**config.mk**
```make
export PLATFORM = sky130hd
export DESIGN_NAME = yolo_layer_sequencer
export DESIGN_NICKNAME = d
export VERILOG_FILES = /design/src/rtl/yolo_seq_pkg.sv /design/src/rtl/yolo_seq_watchdog.sv /design/src/rtl/yolo_layer_sequencer.sv
export SDC_FILE = /design/constraint.sdc
export NUM_CORES = 1
export LEC_CHECK = 0
export BUFFER_PORTS_ARGS = -buffer_cell sky130_fd_sc_hd__buf_4
export CAP_MARGIN = 25
export CORE_ASPECT_RATIO = 1.75
export CORE_MARGIN = 2
export CORE_UTILIZATION = 53
export CTS_CLUSTER_DIAMETER = 50
export CTS_CLUSTER_SIZE = 8
export DETAILED_ROUTE_END_ITERATION = 6
export HOLD_SLACK_MARGIN = 0.02
export PLACE_DENSITY = 0.8
export SLEW_MARGIN = 25
export SYNTH_ARGS = -nofsm -noshare
export SYNTH_HDL_FRONTEND = slang
export SYNTH_HIERARCHICAL = 1
export SYNTH_SLANG_ARGS = --single-unit
```
**constraint.sdc**
```tcl
create_clock -name ap_clk -period 3.45 [get_ports ap_clk]
set_input_delay 0.69 -clock ap_clk [delete_from_list [all_inputs] [get_ports ap_clk]]
set_output_delay 0.69 -clock ap_clk [all_outputs]
set_load 0.01 [all_outputs]
```
**src/rtl/yolo_seq_pkg.sv**
```systemverilog
// Shared state encoding, default sizes and layer-table record for the YOLO layer sequencer.
package yolo_seq_pkg;
  localparam int DEF_MAX_LAYERS = 16;
  localparam int DEF_DIM_W      = 10;
  localparam int DEF_TMO_W      = 20;

  typedef enum logic [2:0] {
    IDLE, FETCH, LOAD, LAUNCH, WAIT, NEXT, FIN, ERR
  } state_e;

  typedef struct packed {
    logic [DEF_DIM_W-1:0] h;
    logic [DEF_DIM_W-1:0] w;
    logic [DEF_DIM_W-1:0] d;
  } layer_cfg_t;
endpackage

```
**src/rtl/yolo_seq_watchdog.sv**
```systemverilog
// Per-launch cycle counter; flags expiry when the cycle count reaches a non-zero limit.
module yolo_seq_watchdog #(
  parameter int TMO_W = 20
) (
  input  logic             clk,
  input  logic             rst_n,
  input  logic             clr,
  input  logic             en,
  input  logic [TMO_W-1:0] limit,
  output logic             expired
);
  logic [TMO_W-1:0] cnt_q;
  logic [TMO_W:0]   cnt_inc;

  assign cnt_inc = {1'b0, cnt_q} + (TMO_W+1)'(1);

  always_ff @(posedge clk or negedge rst_n) begin
    if (!rst_n)   cnt_q <= '0;
    else if (clr) cnt_q <= '0;
    else if (en)  cnt_q <= cnt_inc[TMO_W-1:0];
  end

  // Post-increment compare: ERR is entered exactly `limit` cycles after LAUNCH entry.
  assign expired = en && (limit != '0) && (cnt_inc == {1'b0, limit});
endmodule

```
**src/rtl/yolo_layer_sequencer.sv**
```systemverilog
// Walks a layer table, launching an ap_ctrl_hs kernel once per non-empty layer,
// with a per-launch watchdog and a sticky error flag.
module yolo_layer_sequencer
  import yolo_seq_pkg::*;
#(
  parameter int  MAX_LAYERS = DEF_MAX_LAYERS,
  parameter int  DIM_W      = DEF_DIM_W,
  parameter int  TMO_W      = DEF_TMO_W,
  localparam int AW         = $clog2(MAX_LAYERS),
  localparam int LW         = AW + 1
) (
  input  logic             ap_clk,
  input  logic             ap_rst_n,
  input  logic             start,
  input  logic [LW-1:0]    num_layers,
  input  logic [TMO_W-1:0] timeout_cycles,
  output logic [AW-1:0]    cfg_addr,
  input  logic [DIM_W-1:0] cfg_h,
  input  logic [DIM_W-1:0] cfg_w,
  input  logic [DIM_W-1:0] cfg_d,
  output logic             k_ap_start,
  input  logic             k_ap_ready,
  input  logic             k_ap_done,
  input  logic             k_ap_idle,
  output logic [DIM_W-1:0] k_h,
  output logic [DIM_W-1:0] k_w,
  output logic [DIM_W-1:0] k_d,
  output logic             busy,
  output logic             done,
  output logic             error,
  output logic [AW-1:0]    err_layer,
  output logic [AW-1:0]    layer_idx
);
  state_e           state_q, state_d;
  logic [LW-1:0]    n_q, n_d, n_req, idx_inc;
  logic [AW-1:0]    layer_idx_q, layer_idx_d, err_layer_q, err_layer_d;
  logic [DIM_W-1:0] k_h_q, k_h_d, k_w_q, k_w_d, k_d_q, k_d_d;
  logic             error_q, error_d, done_q;
  logic             wd_clr, wd_en, wd_expired;
  logic             idle_unused;

  assign idle_unused = k_ap_idle;
  assign n_req       = (num_layers > LW'(MAX_LAYERS)) ? LW'(MAX_LAYERS) : num_layers;
  assign idx_inc     = LW'(layer_idx_q) + LW'(1);

  always_comb begin
    state_d     = state_q;
    n_d         = n_q;
    layer_idx_d = layer_idx_q;
    err_layer_d = err_layer_q;
    error_d     = error_q;
    k_h_d       = k_h_q;
    k_w_d       = k_w_q;
    k_d_d       = k_d_q;
    case (state_q)
      IDLE, ERR: begin
        if (start) begin
          n_d         = n_req;
          layer_idx_d = '0;
          error_d     = 1'b0;
          err_layer_d = '0;
          state_d     = (n_req == '0) ? FIN : FETCH;
        end
      end
      FETCH: state_d = LOAD;
      LOAD: begin
        k_h_d   = cfg_h;
        k_w_d   = cfg_w;
        k_d_d   = cfg_d;
        // A zero dimension means an empty layer: skip without touching the kernel.
        state_d = (cfg_h == '0 || cfg_w == '0 || cfg_d == '0) ? NEXT : LAUNCH;
      end
      LAUNCH: begin
        if (k_ap_ready)                    state_d = k_ap_done ? NEXT : WAIT;
        else if (wd_expired && !k_ap_done) state_d = ERR;
      end
      WAIT: begin
        if (k_ap_done)       state_d = NEXT;
        else if (wd_expired) state_d = ERR;
      end
      NEXT: begin
        if (idx_inc == n_q) state_d = FIN;
        else begin
          layer_idx_d = idx_inc[AW-1:0];
          state_d     = FETCH;
        end
      end
      FIN:     state_d = IDLE;
      default: state_d = IDLE;
    endcase
    if (state_d == ERR && state_q != ERR) begin
      error_d     = 1'b1;
      err_layer_d = layer_idx_q;
    end
  end

  assign wd_clr = (state_q == LOAD) && (state_d == LAUNCH);
  assign wd_en  = (state_q == LAUNCH) || (state_q == WAIT);

  yolo_seq_watchdog #(.TMO_W(TMO_W)) u_wd (
    .clk     (ap_clk),
    .rst_n   (ap_rst_n),
    .clr     (wd_clr),
    .en      (wd_en),
    .limit   (timeout_cycles),
    .expired (wd_expired)
  );

  always_ff @(posedge ap_clk or negedge ap_rst_n) begin
    if (!ap_rst_n) begin
      state_q     <= IDLE;
      n_q         <= '0;
      layer_idx_q <= '0;
      err_layer_q <= '0;
      error_q     <= 1'b0;
      done_q      <= 1'b0;
      k_h_q       <= '0;
      k_w_q       <= '0;
      k_d_q       <= '0;
    end else begin
      state_q     <= state_d;
      n_q         <= n_d;
      layer_idx_q <= layer_idx_d;
      err_layer_q <= err_layer_d;
      error_q     <= error_d;
      done_q      <= (state_q == FIN);
      k_h_q       <= k_h_d;
      k_w_q       <= k_w_d;
      k_d_q       <= k_d_d;
    end
  end

  assign cfg_addr   = layer_idx_q;
  assign layer_idx  = layer_idx_q;
  assign k_ap_start = (state_q == LAUNCH);
  assign busy       = (state_q != IDLE) && (state_q != ERR);
  assign done       = done_q;
  assign error      = error_q;
  assign err_layer  = err_layer_q;
  assign k_h        = k_h_q;
  assign k_w        = k_w_q;
  assign k_d        = k_d_q;
endmodule

```
== Yosys cells after proc, flatten, opt, wreduce, memory -nomap -nowiden ==
Index checks and enable logic that the tools add are counted.

* Register bits after elaboration: 68
* Input bits: 61

* Add/sub/neg operators: 2
* Magnitude comparators: 1
* Equality and inequality tests: 14
* Muxes and demuxes: 21
* Reductions and logical operators: 25

{| class="wikitable"
|+ Operators with widths
! operator !! number
|-
| 2-to-1 mux 20 bit || 2
|-
| zero test 10 bit || 3
|-
| 2-to-1 mux 3 bit || 8
|-
| adder 20 x 1 -> 21 bit (second input constant) || 1
|-
| == test 21 x 20 -> 1 bit || 1
|-
| case mux 3 bit (7 select lines) || 1
|-
| nonzero test 20 bit || 1
|-
| 2-to-1 mux 4 bit || 4
|-
| == test 3 bit (second input constant) || 5
|-
| == test 3 x 2 -> 1 bit (second input constant) || 3
|-
| case mux 4 bit (2 select lines) || 1
|-
| nonzero test 2 bit || 4
|-
| logical AND 1 bit || 6
|-
| adder 4 x 1 -> 5 bit (second input constant) || 1
|-
| == test 5 bit || 1
|-
| greater-than comparator 5 bit (second input constant) || 1
|-
| zero test 5 bit || 1
|-
| 2-to-1 mux 5 bit || 1
|-
| 2-to-1 mux 1 bit || 4
|-
| inequality test 2 bit (second input constant) || 2
|-
| AND reduction 2 bit || 2
|-
| == test 3 x 1 -> 1 bit (second input constant) || 1
|-
| zero test 3 bit || 1
|-
| logical OR 1 bit || 3
|-
| 5 further kinds || 5
|}

== Depth between registers and ports, before layout ==
Gate-level depths: netlist of run 1.

* Word-level depth: 12
* Depth in mapped cells: 13

== Cells and area by module ==
Netlist of run 1, hierarchy kept.

{| class="wikitable"
|+ Modules (own cells, without submodules)
! module !! times used !! cells each !! area an instance (um2) !! seq. area each (um2)
|-
| yolo_layer_sequencer || 1 || 193 || 2249.7 || 1201.2
|-
| yolo_seq_watchdog || 1 || 212 || 1761.7 || 500.5
|}

== Least setup slack after synthesis of run 1 ==
Ideal clock, no wire load.

* Kind: register to register
* Start: register state_q[0]
* End: register err_layer_q[0], in the netlist err_layer[0]
* Setup time: 0.129 ns
* Arrival: 2.743 ns
* Data required time: 3.321 ns
* Slack: 0.578 ns
* Cell stages (with the launch flop): 13
* Path buffers: 1
* Clock period less this slack: 2.872 ns
* Path through: dfrtp_1 -> clkbuf_1 -> or2_2 -> or2_2 -> o21ai_0 -> nand3_1 -> or3_1 -> nor4_1 -> nand4_1 -> nor4_2 -> nor2b_1 -> nand2_1 -> mux2i_1

* Cells in the longest elaborated chain, start to end: 12

{| class="wikitable"
|+ RTL lines
! what !! RTL line !! source
|-
| start, declared || yolo_layer_sequencer.sv:34 || <nowiki>state_e state_q, state_d;</nowiki>
|-
| start signal, assigned || yolo_layer_sequencer.sv:121 || <nowiki>state_q <= state_d;</nowiki>
|-
| == test 3 x 2 -> 1 bit / == test 3 bit (equally long branches) || yolo_layer_sequencer.sv:98 || <nowiki>assign wd_en = (state_q == LAUNCH) || (state_q == WAIT);</nowiki>
|-
| logical OR 1 bit * || yolo_layer_sequencer.sv:98 ||
|-
| net wd_en || yolo_layer_sequencer.sv:39 || <nowiki>logic wd_clr, wd_en, wd_expired;</nowiki>
|-
| logical AND 1 bit * (2 in a row) || yolo_seq_watchdog.sv:24 || <nowiki>assign expired = en && (limit != '0) && (cnt_inc == {1'b0, limit});</nowiki>
|-
| net wd_expired || yolo_layer_sequencer.sv:39 ||
|-
| logical AND 1 bit || yolo_layer_sequencer.sv:75 || <nowiki>else if (wd_expired && !k_ap_done) state_d = ERR;</nowiki>
|-
| 2-to-1 mux 3 bit || yolo_layer_sequencer.sv:75 ||
|-
| 2-to-1 mux 3 bit || yolo_layer_sequencer.sv:74 || <nowiki>if (k_ap_ready) state_d = k_ap_done ? NEXT : WAIT;</nowiki>
|-
| case mux 3 bit (7 select lines) * || yolo_layer_sequencer.sv:55 || <nowiki>case (state_q)</nowiki>
|-
| == test 3 bit * || yolo_layer_sequencer.sv:91 || <nowiki>if (state_d == ERR && state_q != ERR) begin</nowiki>
|-
| logical AND 1 bit * || yolo_layer_sequencer.sv:91 ||
|-
| nonzero test 2 bit (no line) || - ||
|-
| AND reduction 2 bit (no line) || - ||
|-
| end signal, assigned || yolo_layer_sequencer.sv:124 || <nowiki>err_layer_q <= err_layer_d;</nowiki>
|-
| end, declared || yolo_layer_sequencer.sv:36 || <nowiki>logic [AW-1:0] layer_idx_q, layer_idx_d, err_layer_q, err_layer_d;</nowiki>
|}

The timed path passes the listed nets; every way through them passes the cells marked *.
A chain may end at the register's enable or synchronous reset.

== Worst setup path in the final report of run 1 ==
* Start: register state_q[1]
* End: register err_layer_q[1], in the netlist err_layer[1]

Same word-level chain as after synthesis.

==> results.cfg, run 1 <==
[floorplanning]
pin_count = 107
dieHeight_um = 119
start_util = 0.538
die_w_um = 69.8
core_area_um2 = 7460
die-area_um2 = 8310
row_count = 42

[clock_network]
clock-sinks = 68
cts_max_level = 3
cts_tree = built
postCtsHoldBufs = 0
cts_buffers = 9
cts-root-buf = clkbuf_16
clk_latency_ns = 0.34
cts_buffer_depth = 2
ctsResizeCount = 0
clk_pin_slew_worst_paths_ns = 0.05
post_cts_buffers = 0

[placed_design]
placedCellCount = 582
gp_congestion = 0.987
placed_cell_area_um2 = 4840
place_ws_ns = 0.404
io_buffers = 105
dp.final_hpwl_mm = 7.72

[routing]
vias_per_cell = 5.98
routedWlPerCell_um = 17.2
first_pass_iters = 5
vias = 3579
drc = 0
routed_wl_mm = 10.3
drt_iter0_markers = 199
ant_nets = 0

[sta]
maxSlewViolCount = 0
slew_headroom = 0.415
clock_skew_ns = 0.00178
fmax_mhz = 328
fin_setup_tns_ns = 0
setup_violations = 0
final.setup.worst_slack_ns = 0.403
fin_crit_sh = 0.883
worst_slew_pin_slew_ns = 0.877
rsz0062_at_grt = no
period_minus_slack_ns = 3.05
hold_violations = 0

[synthesis]
synth-edff-count = 0
ys_async_sr_fraction = 1.00
synth.avg_cell_area_um2 = 9.90
synth.net_count = 468
yosysSeqAreaShare = 0.424
synth_warnings = 6
ys_seq_elements = 68
netlist_instances = 405
synthFlopType = dfrtp_1
synth.distinct_cells = 59
syn_area_um2 = 4010

[setup_path]
path_class = reg -> reg
critical_path_arrival_ns = 3.26
required_ns = 3.66
crit_path_start_kind = register
endpoint = err_layer[1]
startpoint = state_q[1]
reg2reg_to = err_layer[1]
worst_setup_path_end_kind = register
crit_fanout = 5
rrSetupSlack_ns = 0.40
ff2ff_path_depth = 11
worstReg2RegStart = state_q[1]

[cells_and_area]
n_antenna_cell = 0
nets = 568
post_route_cells_drive_above_1_share = 0.347
instances_no_fill = 598
layout_commonest_cell = buf_4
final_cell_mix = buf_4 (112), dfrtp_1 (68), mux2_2 (33)
syn_to_final_growth_pct = 28.9
design_area_um2 = 5170

[power]
p_leak_nw = 2.27
p_total_mw = 3.82
p_per_area_nw_per_um2 = 739
ir_drop_mv = 0.433

[run_status]
outcome = finished, final reports clean

[grt]
grt_antenna_before_repair = 0
grt_usage = 0.258
grt_pass1_vias = 3541
overflow = 0
grt_first_pass_wirelength_mm = 17.1
grt_max_degree = 69

[worst_hold_path]
hp-class = in -> async

[run]
drv_cap = 0
## worst max-delay path, stage by stage (launching register included)
cell	delay, ns
dfrtp_1	0.38
or2_2	0.34
or2_2	0.30
o21ai_0	0.13
nand3_1	0.10
or3_1	0.32
nor4_1	0.17
nand4_1	0.14
nor4_2	0.34
nor2b_1	0.27
nand2_1	0.24
mux2i_1	0.18
## metrics by stage
step / hold slack, ns / util
2_1_floorplan: 0.394 / -
3_3_place_gp: 0.481 / 0.649
3_5_place_dp: 0.482 / 0.649
4_1_cts: 0.496 / 0.693
5_1_grt: 0.516 / 0.693
6_report: 0.451 / 0.693
## synthesized netlist by cell type, drive strengths merged (6+ instances only)
cell	count	area share
nor4	19	0.038
o21ai	17	0.022
nand2b	12	0.019
mux2	33	0.093
xnor2	27	0.059
nor3	9	0.011
or3	6	0.0097
buf	16	0.025
dfrtp	68	0.42
mux2i	8	0.020
nand4	11	0.020
a21oi	7	0.0087
nor2	29	0.027
nand3	13	0.016
o211ai	6	0.011
clkbuf	7	0.0066
xor2	15	0.033
nand2	33	0.032
inv	11	0.010
## power breakdown
part           total [mW]  leakage (nW)  internal, mW  switching [mW]
logic                1.53          1.25         0.796           0.739
registers            1.27         0.868          1.07           0.207
clock network        1.01         0.160         0.674           0.337
## how the worst min path moves through the flow
stage,startpoint,end,slack (ns),depth (start not counted)
2_1_floorplan,ap_rst_n,cfg_addr[0],0.39,0
3_3_place_gp,error,error,0.48,2
3_5_place_dp,error,error,0.48,2
4_1_cts,ap_rst_n,k_w[2],0.50,1
5_1_grt,k_h[7],k_h[7],0.52,1
6_report,ap_rst_n,k_w[0],0.45,1
## kinds of logic after synthesis
group           count (synthesis)  share of synthesized area
buf+inv                        34                     0.0418
compound gates                 54                     0.0911
mux                            41                      0.113
flops                          68                      0.424
xor+xnor                       42                     0.0917
simple gates                  164                      0.232
fa+ha+maj                       2                    0.00624
## layer usage
layer | track usage | routed length, um | part of all wire | vias to the layer above
met5 | 0 | 0 | 0 | -
met1 | 0.282 | 3550 | 0.34 | 1744
met2 | 0.451 | 5750 | 0.56 | 143
met3 | 0.0609 | 601 | 0.058 | 36
met4 | 0.144 | 411 | 0.040 | 0
li1 | - | - | - | 1656
## cell type report
| class | count | area (um^2) |
|---|---|---|
| multi-input combinational | 303 | 2150 |
| inverter | 11 | 41.3 |
| fill | 603 | 2290 |
| timing repair buffer | 112 | 841 |
| sequential | 68 | 1700 |
| clock buffer | 13 | 260 |
| tap | 88 | 110 |
| clock inverter | 3 | 68.8 |
## sequential cells by signal, indices dropped and copies added, names as in the netlist
register and flops:
n_q 5, k_h 10, state_q 3, u_wd/cnt_q 20, k_d 10, error 1
err_layer 4, done 1, cfg_addr 4, k_w 10
Power figures use the tool's default switching activity.
==> inputs of run 2 (changes only) <==
- CORE_ASPECT_RATIO: 1.75 -> unset
==> results.cfg, run 2 (synthesized netlist as in run 1, its figures left out) <==
[cells_and_area]
design_area_um2 = 5080
top_register = u_wd/cnt_q
n_antenna_cell = 0
final_cell_mix = buf_4 (112), dfrtp_1 (68), mux2_2 (33)
largest_reg_flops = 20
layout_commonest_cell = buf_4
nets = 568
syn_to_final_growth_pct = 26.6
post_route_cells_drive_above_1_share = 0.351
fin_util = 0.696

[clock_network]
cts_tree = built
postCtsHoldBufs = 0
cts_buffers = 9
cts_buffer_depth = 2
cts_max_level = 3
clock-sinks = 68
ctsResizeCount = 0
cts-root-buf = clkbuf_8
post_cts_buffers = 0
clk_latency_ns = 0.36
clk_pin_slew_worst_paths_ns = 0.08

[routing]
drc = 0
drt_iter0_markers = 141
routed_wl_mm = 10.1
vias_per_cell = 5.69
first_pass_iters = 5
routedWlPerCell_um = 16.6
ant_nets = 0
vias = 3466

[run]
drv_cap = 0

[floorplanning]
row_count = 31
dieHeight_um = 91.0
die_w_um = 91.0
pin_count = 107
start_util = 0.550
die-area_um2 = 8280
core_area_um2 = 7290

[sta]
fin_setup_tns_ns = 0
fmax_mhz = 323
maxSlewViolCount = 0
whs_ns = 0.426
period_minus_slack_ns = 3.10
hold_violations = 0
slew_headroom = 0.424
fin_crit_sh = 0.897
setup_violations = 0
rsz0062_at_grt = no
worst_slew_pin_slew_ns = 0.865
clock_skew_ns = 0.00844

[setup_path]
rrSetupSlack_ns = 0.35
path_class = reg -> reg
required_ns = 3.73
worst_setup_path_end_kind = register
crit_fanout = 11
critical_path_arrival_ns = 3.37
reg2reg_to = err_layer[2]
crit_chain = and4_4 -> nand2_2 -> or4_1 -> a221o_1 -> nor4_2 -> nor2b_1 -> nand2_1 -> mux2i_1
crit_path_start_kind = register
worstReg2RegStart = u_wd/cnt_q[2]
max_stage_delay_ns = 0.59
cp_slowest_cell = or4_1
ff2ff_path_depth = 8

[placed_design]
dp.final_hpwl_mm = 7.61
placed_cell_area_um2 = 4850
gp_congestion = 0.931
io_buffers = 105

[power]
p_per_area_nw_per_um2 = 694
ir_drop_mv = 0.513
p_total_mw = 3.52
p_leak_nw = 2.23

[worst_hold_path]
hp-class = in -> async

[grt]
grt_first_pass_wirelength_mm = 16.8
grt_usage = 0.255
grt_pass1_vias = 3445
grt_max_degree = 69
grt_antenna_before_repair = 0
overflow = 0

[run_status]
outcome = finished, final reports clean
-- run 2: how the worst max path moves through the flow --
stage	endpoint	cells after the start	from	slack [ns]
3_5_place_dp	err_layer[2]	11	state_q[1]	0.39
2_1_floorplan	err_layer[0]	12	state_q[0]	0.58
6_report	err_layer[2]	8	u_wd/cnt_q[2]	0.35
3_3_place_gp	err_layer[1]	8	u_wd/cnt_q[2]	0.43
5_1_grt	err_layer[2]	11	state_q[0]	0.15
4_1_cts	err_layer[2]	11	state_q[1]	0.37
-- run 2: area by class of cell --
| type | count | area, um^2 |
|---|---|---|
| multi-input combinational | 303 | 2150 |
| clock inverter | 7 | 98.8 |
| timing repair buffer | 112 | 841 |
| tap | 99 | 124 |
| fill | 587 | 2210 |
| clock buffer | 9 | 124 |
| sequential | 68 | 1700 |
| inverter | 11 | 41.3 |
-- run 2: metrics by stage --
stage / setup WS (ns) / instances
floorplan: 0.578 / 405
global placement: 0.426 / 593
detailed placement: 0.388 / 593
CTS: 0.374 / 609
global route: 0.148 / 609
finish: 0.355 / 609
-- run 2: critical path: cells and delay by family, from the launching register on --
kind             cells  cell delay (ns)
AO/OA/AOI/OAI        1             0.37
AND/OR/NAND/NOR      6             1.85
flip-flops           1             0.58
multiplexers         1             0.22
-- run 2: metal layers --
metal,vias to the layer above,GRT usage,routed length (um)
li1,1656,-,-
met1,1692,0.323,4360
met2,100,0.427,5100
met3,18,0.0714,510
met4,0,0.0707,161
met5,-,0,0
-- run 2: where the power goes --
group / internal [mW] / switching [mW]
clock network: 0.411 / 0.328
registers: 1.06 / 0.208
logic: 0.795 / 0.718
==> inputs of run 3 (changes only) <==
- CORE_ASPECT_RATIO: unset -> 1.5
- SETUP_SLACK_MARGIN: unset -> 0.05
==> results.cfg, run 3 (synthesized netlist as in run 1, its figures left out) <==
[run_status]
outcome = finished, final reports clean

[grt]
grt_usage = 0.251
grt_pass1_vias = 3499
overflow = 0
grt_max_degree = 69
grt_first_pass_wirelength_mm = 16.2
grt_antenna_before_repair = 0

[power]
internal_power_mw = 2.28
p_clk_frac = 0.206
power.switching_mw = 1.21
p_sw_frac = 0.347
ir_drop_mv = 0.521
p_per_area_nw_per_um2 = 691
p_leak_nw = 2.21
power_frac_seq = 0.362
share_comb_of_total_power = 0.432

[sta]
slew_headroom = 0.432
fin_crit_sh = 0.887
rsz0062_at_grt = no
setup_violations = 0
hold_violations = 0
fin_setup_tns_ns = 0
clock_skew_ns = 0.00832
maxSlewViolCount = 0
worst_slew_pin_slew_ns = 0.851
period_minus_slack_ns = 3.06
fmax_mhz = 327
final.setup.worst_slack_ns = 0.390

[cells_and_area]
design_area_um2 = 5060
seqCellArea_um2 = 1700
post_route_cells_drive_above_1_share = 0.344
final_cell_mix = buf_4 (110), dfrtp_1 (68), mux2_2 (33)
nets = 566
top_register = u_wd/cnt_q
nFillCells = 583
instances_no_fill = 608
fin_util = 0.695
layout_commonest_cell = buf_4
largest_reg_flops = 20
syn_to_final_growth_pct = 26.1
multi_input_area_um2 = 2150
n_antenna_cell = 0

[floorplanning]
dieHeight_um = 111
die_w_um = 75.0
row_count = 38
start_util = 0.551
core_area_um2 = 7270
die-area_um2 = 8300
pin_count = 107

[routing]
routedWlPerCell_um = 16.1
drt_iter0_markers = 125
vias = 3375
drc = 0
first_pass_iters = 4
routed_wl_mm = 9.81
vias_per_cell = 5.55
ant_nets = 0

[setup_path]
endpoint = err_layer[3]
crit_path_start_kind = register
rrSetupSlack_ns = 0.39
critPathTopFamily = simple AND/OR/NAND/NOR gates
path_class = reg -> reg
required_ns = 3.67
critical_path_arrival_ns = 3.28
max_stage_delay_ns = 0.56
worst_setup_path_end_kind = register
startpoint = u_wd/cnt_q[7]
crit_fanout = 8
ff2ff_path_depth = 9
crit_buf_inv = 0
crit_cells = 9
worstReg2RegStart = u_wd/cnt_q[7]
cp_slowest_cell = nor4_1
reg2reg_to = err_layer[3]
crit_chain = nand4_2 -> or2_1 -> nor4_1 -> xnor2_1 -> o21ai_0 -> nor4_2 -> nor2b_1 -> nand2_1 -> mux2i_1

[clock_network]
ctsResizeCount = 0
post_cts_buffers = 0
cts-root-buf = clkbuf_8
clk_latency_ns = 0.34
postCtsHoldBufs = 0
cts_tree = built
cts_buffer_depth = 2
cts_buffers = 9
clock-sinks = 68
cts_max_level = 3
clk_pin_slew_worst_paths_ns = 0.07

[placed_design]
gp_congestion = 0.852
place_ws_ns = 0.421
placed_cell_area_um2 = 4840
dp.final_hpwl_mm = 7.34
io_buffers = 105
placedCellCount = 592

[run]
drv_cap = 0

[worst_hold_path]
hp-class = in -> async
## run 3: changes by cell type in the layout (fill, tap and decap cells not counted)
| cell | previous run | this run |
|---|---|---|
| inv_6 | 2 | 0 |
| clkbuf_1 | 0 | 2 |
| clkinv_4 | 1 | 0 |
| buf_4 | 112 | 110 |
| clkbuf_8 | 9 | 10 |
## run 3: routing by layer
layer | wire length (um) | global-route usage | part of all wire
met1 | 3810 | 0.294 | 0.39
met2 | 5340 | 0.428 | 0.54
met3 | 467 | 0.0502 | 0.048
met4 | 195 | 0.108 | 0.020
met5 | 0 | 0 | 0
## run 3: how the worst min path moves through the flow
stage                        endpoint  slack (ns)  cells past startpoint
final                          n_q[3]        0.44                      1
after global routing           n_q[3]        0.52                      1
after CTS                      n_q[3]        0.47                      1
after detailed placement        error        0.47                      2
after global placement          error        0.47                      2
after floorplan           cfg_addr[0]        0.39                      0
## run 3: final cells by class
class	count	share of cell area
inverters	11	0.00816
well taps	100	0.0247
clock inverters	4	0.0143
repair buffers	110	0.163
multi-input cells	303	0.424
flip-flops and latches	68	0.336
clock buffers	12	0.0287
## run 3: power groups by stage
stage / Clock, mW / Combinational (mW) / Sequential [mW]
after floorplan: 0 / 0.846 / 1.32
after global placement: 0 / 1.48 / 1.26
after detailed placement: 0 / 1.52 / 1.28
after CTS: 0.739 / 1.52 / 1.27
after global routing: 0.773 / 1.63 / 1.30
final: 0.719 / 1.51 / 1.27
## run 3: stage by stage
step           total power, mW  hold slack [ns]
3_5_place_dp              2.80            0.466
5_1_grt                   3.71            0.521
6_report                  3.49            0.441
4_1_cts                   3.52            0.473
3_3_place_gp              2.74            0.469
2_1_floorplan             2.17            0.394
